File: config.mk
export PLATFORM = sky130hd
export DESIGN_NAME = iomem_arbiter
export DESIGN_NICKNAME = d
export VERILOG_FILES = /design/src/rtl/iomem_arbiter.sv
export SDC_FILE = /design/constraint.sdc
export NUM_CORES = 1
export LEC_CHECK = 0
export BUFFER_PORTS_ARGS = -buffer_cell sky130_fd_sc_hd__buf_4
export CORE_MARGIN = 2
export CORE_UTILIZATION = 40
export DETAILED_ROUTE_END_ITERATION = 10
export PLACE_DENSITY = 0.76
export RECOVER_POWER = 25
export SYNTH_ARGS = -nofsm -noshare
export SYNTH_HDL_FRONTEND = slang
export SYNTH_SLANG_ARGS = --single-unit
File: constraint.sdc
create_clock -name clk -period 1.6 [get_ports clk]
set_input_delay 0.24 -clock clk [delete_from_list [all_inputs] [get_ports clk]]
set_output_delay 0.24 -clock clk [all_outputs]
set_load 0.005 [all_outputs]
File: src/rtl/iomem_arbiter.sv
// Round-robin arbiter sharing one iomem port between the I-cache refill (m0) and LSU (m1).
// One transaction in flight, fully registered outputs, bus timeout returns an error response.
module iomem_arbiter #(
   parameter int TIMEOUT_W = 8,
   parameter int TIMEOUT   = 255
) (
   input  logic        clk,
   input  logic        rst,
   input  logic        m0_valid_i,
   input  logic [31:0] m0_addr_i,
   input  logic [31:0] m0_wdata_i,
   input  logic [3:0]  m0_wstrb_i,
   output logic        m0_ready_o,
   output logic [31:0] m0_rdata_o,
   output logic        m0_err_o,
   input  logic        m1_valid_i,
   input  logic [31:0] m1_addr_i,
   input  logic [31:0] m1_wdata_i,
   input  logic [3:0]  m1_wstrb_i,
   output logic        m1_ready_o,
   output logic [31:0] m1_rdata_o,
   output logic        m1_err_o,
   output logic        iomem_valid_o,
   output logic [31:0] iomem_addr_o,
   output logic [31:0] iomem_wdata_o,
   output logic [3:0]  iomem_wstrb_o,
   input  logic        iomem_ready_i,
   input  logic [31:0] iomem_rdata_i,
   output logic        grant_o
);

   typedef enum logic [1:0] {IDLE, BUSY, RESP} state_t;

   state_t               state_q, state_d;
   logic                 grant_q, grant_d;
   logic                 last_grant_q, last_grant_d;
   logic [TIMEOUT_W-1:0] cnt_q, cnt_d;
   logic                 valid_q, valid_d;
   logic [31:0]          addr_q, addr_d;
   logic [31:0]          wdata_q, wdata_d;
   logic [3:0]           wstrb_q, wstrb_d;
   logic                 m0_ready_q, m0_ready_d, m1_ready_q, m1_ready_d;
   logic                 m0_err_q, m0_err_d, m1_err_q, m1_err_d;
   logic [31:0]          m0_rdata_q, m0_rdata_d, m1_rdata_q, m1_rdata_d;

   logic                 sel;
   logic                 done;
   logic                 err;
   logic [31:0]          rd;
   logic                 timeout_hit;

   assign timeout_hit = (TIMEOUT != 0) && (cnt_q == TIMEOUT_W'(TIMEOUT));

   always_comb begin
      state_d      = state_q;
      grant_d      = grant_q;
      last_grant_d = last_grant_q;
      cnt_d        = cnt_q;
      valid_d      = valid_q;
      addr_d       = addr_q;
      wdata_d      = wdata_q;
      wstrb_d      = wstrb_q;
      m0_rdata_d   = m0_rdata_q;
      m1_rdata_d   = m1_rdata_q;
      m0_ready_d   = 1'b0;
      m1_ready_d   = 1'b0;
      m0_err_d     = 1'b0;
      m1_err_d     = 1'b0;
      sel          = 1'b0;
      done         = 1'b0;
      err          = 1'b0;
      rd           = '0;

      case (state_q)
         IDLE: begin
            if (m0_valid_i || m1_valid_i) begin
               // On a tie the master that did not win last time goes next.
               sel          = (m0_valid_i && m1_valid_i) ? ~last_grant_q : m1_valid_i;
               grant_d      = sel;
               last_grant_d = sel;
               addr_d       = sel ? m1_addr_i  : m0_addr_i;
               wdata_d      = sel ? m1_wdata_i : m0_wdata_i;
               wstrb_d      = sel ? m1_wstrb_i : m0_wstrb_i;
               cnt_d        = '0;
               valid_d      = 1'b1;
               state_d      = BUSY;
            end
         end
         BUSY: begin
            if (iomem_ready_i) begin
               done = 1'b1;
               rd   = iomem_rdata_i;
            end else if (timeout_hit) begin
               done = 1'b1;
               err  = 1'b1;
            end else if (cnt_q != '1) begin
               cnt_d = cnt_q + TIMEOUT_W'(1);
            end
            if (done) begin
               valid_d = 1'b0;
               state_d = RESP;
               if (grant_q) begin
                  m1_ready_d = 1'b1;
                  m1_err_d   = err;
                  m1_rdata_d = rd;
               end else begin
                  m0_ready_d = 1'b1;
                  m0_err_d   = err;
                  m0_rdata_d = rd;
               end
            end
         end
         RESP:    state_d = IDLE;
         default: state_d = IDLE;
      endcase
   end

   always_ff @(posedge clk) begin
      if (rst) begin
         state_q      <= IDLE;
         grant_q      <= 1'b0;
         last_grant_q <= 1'b1;
         cnt_q        <= '0;
         valid_q      <= 1'b0;
         addr_q       <= '0;
         wdata_q      <= '0;
         wstrb_q      <= '0;
         m0_ready_q   <= 1'b0;
         m1_ready_q   <= 1'b0;
         m0_err_q     <= 1'b0;
         m1_err_q     <= 1'b0;
         m0_rdata_q   <= '0;
         m1_rdata_q   <= '0;
      end else begin
         state_q      <= state_d;
         grant_q      <= grant_d;
         last_grant_q <= last_grant_d;
         cnt_q        <= cnt_d;
         valid_q      <= valid_d;
         addr_q       <= addr_d;
         wdata_q      <= wdata_d;
         wstrb_q      <= wstrb_d;
         m0_ready_q   <= m0_ready_d;
         m1_ready_q   <= m1_ready_d;
         m0_err_q     <= m0_err_d;
         m1_err_q     <= m1_err_d;
         m0_rdata_q   <= m0_rdata_d;
         m1_rdata_q   <= m1_rdata_d;
      end
   end

   assign m0_ready_o    = m0_ready_q;
   assign m0_rdata_o    = m0_rdata_q;
   assign m0_err_o      = m0_err_q;
   assign m1_ready_o    = m1_ready_q;
   assign m1_rdata_o    = m1_rdata_q;
   assign m1_err_o      = m1_err_q;
   assign iomem_valid_o = valid_q;
   assign iomem_addr_o  = addr_q;
   assign iomem_wdata_o = wdata_q;
   assign iomem_wstrb_o = wstrb_q;
   assign grant_o       = grant_q;

endmodule

---- Word level (Yosys, flattened, before mapping) ----
Cells that the tools add are included.
storage, ports and cells
  logic and storage cells ................. 62
  input port bits ......................... 173
  bits in registers ....................... 149
  output and inout port bits .............. 138
cells by class
  reductions and logical operators ........ 13
  bitwise operators ....................... 4
  muxes and demuxes ....................... 22
  add/sub/neg operators ................... 1
  eq/ne operators ......................... 8
operator list
  operator             number
  $mux 32              3
  $mux 8               4
  $pmux 8 s2           1
  $ne 2x2->1 const B   5
  $mux 1               9
  $reduce_and 3->1     3
  $add 8x1->8 const B  1
  $eq 8x8->1 const B   1
  $ne 8x8->1 const B   1
  $reduce_or 4->1      2
  $reduce_and 5->1     1
  $mux 2               2
  $mux 4               1
  $not 1->1            4
  $pmux 2 s2           1
  $reduce_and 2->1     2
  $reduce_or 3->1      1
  $eq 2x1->1 const B   1
  $logic_not 2->1      1
  $pmux 1 s2           1
  $reduce_bool 2->1    1
  $logic_and 1x1->1    1
  $logic_or 1x1->1     1

---- Depth between registers and ports, before layout ----
  depth after elaboration ................. 6
  depth in mapped cells ................... 6
  gate-level depth less buffers ........... 5

---- Least setup slack after synthesis ----
Ideal clock, no wire load.
  kind .................................... reg-to-reg
  start ................................... register cnt_q[0]
  end ..................................... register m1_rdata_q[10] (netlist: m1_rdata_o[10])
  required time ........................... 1539 ps
  path buffers ............................ 1
  setup slack ............................. -20 ps
  cell stages (with the launch flop) ...... 7
  data arrival time ....................... 1560 ps
  cells stage by stage .................... dfxtp_1 -> ha_1 -> and4_1 -> a21o_1 -> a21oi_1 -> buf_4 -> a32o_1
on the way
  longest elaborated chain between the ends .. 5
ends and longest elaborated chain
  element                            RTL line  text
  from (decl)                        37        logic [TIMEOUT_W-1:0] cnt_q, cnt_d;
  from (signal assigned)             138       cnt_q <= cnt_d;
  $eq 8x8->1                         52        assign timeout_hit = (TIMEOUT != 0) && (cnt_q == TIMEOUT_W'(TIMEOUT));
  $mux 1                             93        end else if (timeout_hit) begin
  $mux 1                             90        if (iomem_ready_i) begin
  $mux 1                             74        case (state_q)
  $reduce_and 3->1 (no source line)  --
  to (signal assigned)               148       m1_rdata_q <= m1_rdata_d;
  to (decl)                          44        logic [31:0] m0_rdata_q, m0_rdata_d, m1_rdata_q, m1_rdata_d;
Every way passes these cells. The select of a mux whose other input is x is not followed.
A chain may end at the register's enable or synchronous reset.

---- Worst setup path after layout ----
  start ................................... register state_q[1]
  end ..................................... register cnt_q[4]
on the way
  longest elaborated chain between the ends .. 3
  elaborated cells between the ends (all ways) .. 9
ends and longest elaborated chain
  element                                                           RTL line  text
  from (decl)                                                       34        state_t state_q, state_d;
  from (signal assigned)                                            135       state_q <= state_d;
  $eq 2x1->1 or $logic_not 2->1 (tied branches)                     74
  $ne 2x2->1 (no source line) or $reduce_bool 2->1 (tied branches)  --
  $reduce_and 5->1 (no source line)                                 --
Parallel ways exist; a longest one is shown, timed or not.

==> results.sh <==
export IMPL_drive_above_1_share=0.443
export IMPL_crit_fanout=6
export IMPL_fillers=1119
export IMPL_port_buffers=310
export IMPL_swShare=0.264
export IMPL_finClkSkew_ns=0.00675
export IMPL_grt_setup_unrepaired="yes"
export IMPL_clock_root_buffer="clkbuf_16"
export IMPL_firstDrtPassIters=7
export IMPL_synth_cells=540
export IMPL_clk_path_buf_depth=2
export IMPL_multiInputGateArea_um2=2610
export IMPL_syn_nets=714
export IMPL_p_comb_frac=0.180
export IMPL_antenna_found_initial=0
export IMPL_drt_vias_per_instance=5.47
export IMPL_hp_start="iomem_ready_i"
export IMPL_cts_sinks=149
export IMPL_fmax_ghz=0.637
export IMPL_setup_viol=0
export IMPL_drc=0
export IMPL_diodes=0
export IMPL_power_density_nw_per_um2=1090
export IMPL_slew_limit_headroom=0.518
export IMPL_synth_edff_count=0
export IMPL_htreeDepth=4
export IMPL_grt_max_degree=65
export IMPL_worstSetupEndpointType="flop"
export IMPL_wl_per_cell_um=18.3
export IMPL_post_route_min_period_ns=1.57
export IMPL_cp_startpoint="state_q[1]$_SDFFE_PP0P_"
export IMPL_yosysMostFrequentCell="dfxtp_1"
export IMPL_register_area_um2=2990
export IMPL_internal_power_w=0.00729
export IMPL_yosysWarnings=0
export IMPL_clk_latency_ns=0.42
export IMPL_grt_first_pass_wirelength_um=27900
export IMPL_rows=43
export IMPL_synth_seq_cells=149
export IMPL_synth_seq_area_share=0.518
export IMPL_arrival_ns=1.88
export IMPL_slew_violations=0
export IMPL_leakage_nw=3.97
export IMPL_reg2reg_from="state_q[1]$_SDFFE_PP0P_"
export IMPL_cts_tree="yes"
export IMPL_max_cap_viol_count=0
export IMPL_synth_flop_cell="dfxtp_1"
export IMPL_dp_hpwl_um=14200
export IMPL_core_area_um2=14000
export IMPL_synth_area_leader_cell="dfxtp_1"
export IMPL_hold_slack_ns=0.0606
export IMPL_status="complete, no violations"
export IMPL_worstMarginPinSlew_ns=0.718
export IMPL_synth_cell_types=41
export IMPL_synth_top_cell_area_share=0.518
export IMPL_startpoint_type="flop"
export IMPL_die_area_um2=15400
export IMPL_grt_usage=0.236
export IMPL_die_w_um=124
export IMPL_die_y_um=124
export IMPL_start_util=0.412
export IMPL_post_route_period_util=0.981
export IMPL_ys_top_cells_by_area="dfxtp_1 (52%), mux2i_1 (12%), a32o_1 (11%)"
export IMPL_synth_area_per_cell_um2=10.7
export IMPL_power_total_w=0.00991
export IMPL_syn_to_final_growth_pct=57.7
export IMPL_p_switching_w=0.00262
export IMPL_seqPwrFrac=0.417
export IMPL_hold_class="input port to flop"
export IMPL_vias=5704
export IMPL_first_global_vias=5524
export IMPL_fin_nets=1024
export IMPL_async_reset_ff_frac=0
export IMPL_ys_top_cells_by_count="dfxtp_1 (149), nor2_1 (73), a211oi_1 (68), mux2i_1 (68), a32o_1 (64)"
export IMPL_ant_nets=0
export IMPL_syn_area_um2=5760
export IMPL_gp_congestion=0.857
export IMPL_routed_wl_um=19000
export IMPL_gr_total_overflow=0
export IMPL_finalHoldViolCount=0
export IMPL_finalSetupTns_ns=0
export IMPL_worstSetupPathType="flop to flop"
export IMPL_required_ns=1.91
export IMPL_drt_iter0_markers=270
export IMPL_clk_pin_slew_ns=0.06
export IMPL_cts_buffers=17
export IMPL_power_frac_clock=0.403
export IMPL_ios=311
export IMPL_peakVddDrop_mv=0.628
==> what timing repair did <==
action / CTS / global route
resized for setup: 9 / 10
pin swaps: 1 / 11
buffers inserted: 1 / 0
hold buffers: 0 / 0
cloned: 1 / 2
endpoints found under the setup margin: 46 / 62
==> cell type report <==
type	instances	area share
flip-flops and latches	149	0.329
clock inverters	15	0.0185
repair buffers	344	0.294
multi-input cells	337	0.287
clock buffers	17	0.0468
well taps	180	0.0248
inverters	1	0.000413
==> through the flow <==
stage,worst slack (ns),area (µm²),util,std cells
final,0.0306,9090,0.650,1043
after global routing,-0.0484,9090,0.650,1043
after CTS,0.0184,9060,0.648,1040
after detailed placement,-0.214,8420,0.602,1006
after global placement,-0.0956,8420,0.602,1006
after floorplan,0.0199,5770,-,540
==> state kept, by name (all words and copies together) (netlist names) <==
register and count:
iomem_addr_o 32, iomem_wdata_o 32, m0_rdata_o 32, m1_rdata_o 32, cnt_q 8, iomem_wstrb_o 4, state_q 2, grant_o 1
iomem_valid_o 1, last_grant_q 1, m0_err_o 1, m0_ready_o 1, m1_err_o 1, m1_ready_o 1
==> power by group through the flow <==
| stage | logic, W | clock network [W] | registers, W |
|---|---|---|---|
| global route | 0.00193 | 0.00421 | 0.00416 |
| finish | 0.00178 | 0.00400 | 0.00413 |
| detailed placement | 0.00177 | 0 | 0.00421 |
| CTS | 0.00179 | 0.00407 | 0.00413 |
| global placement | 0.00172 | 0 | 0.00419 |
| floorplan | 0.000741 | 0 | 0.00421 |
==> kinds of logic after synthesis <==
logic type                 synth area share
muxes                                 0.118
adders and majority gates           0.00217
and+or+nand+nor                      0.0862
DFF                                   0.518
AOI/OAI and AO/OA                     0.231
buffers and inverters                0.0447
==> routing by layer <==
metal / global-route usage / share of wire / vias to the layer above
met2: 0.413 / 0.51 / 273
met5: 0 / 0 / -
met4: 0.0997 / 0.026 / 0
met1: 0.251 / 0.36 / 2691
met3: 0.0962 / 0.10 / 39
li1: - / - / 2701
==> final timing paths <==
| check | cells after the start | endpoint | slack [ns] |
|---|---|---|---|
| setup reg to reg | 4 | cnt_q[4]$_SDFFE_PP0P_ | 0.03 |
| setup / recovery | 4 | cnt_q[4]$_SDFFE_PP0P_ | 0.03 |
| hold / removal | 2 | m1_err_o$_SDFF_PP0_ | 0.06 |
| hold reg to reg | 1 | m0_rdata_o[2]$_SDFFE_PP0P_ | 0.47 |
==> critical path, cell delays in order (launching register included) <==
cell	delay [ns]
dfxtp_1	0.36
or3b_4	0.45
a21o_1	0.21
buf_4	0.17
a2111oi_4	0.28
==> cell usage in the layout, fill, tap and decap left out, types with 2 or more instances in the layout <==
cell type  count
nor4b_1        3
buf_4        274
a21oi_1        7
buf_6          2
nand2_1        3
buf_12         9
a31oi_1        6
nand4_1        2
clkbuf_16     17
or3_1          3
a32o_1        64
clkbuf_1      14
nand3_1        9
nor2_1        71
clkbuf_4      44
o211ai_1       2
and2_1         2
nand4b_1       2
clkinv_4       2
dfxtp_1      145
clkinv_2       2
or2_2          2
a21o_1         2
inv_6          7
dfxtp_2        4
bufinv_16      2
a211oi_1      68
mux2i_1       68
No activity file was read; power rests on OpenSTA's default activity.
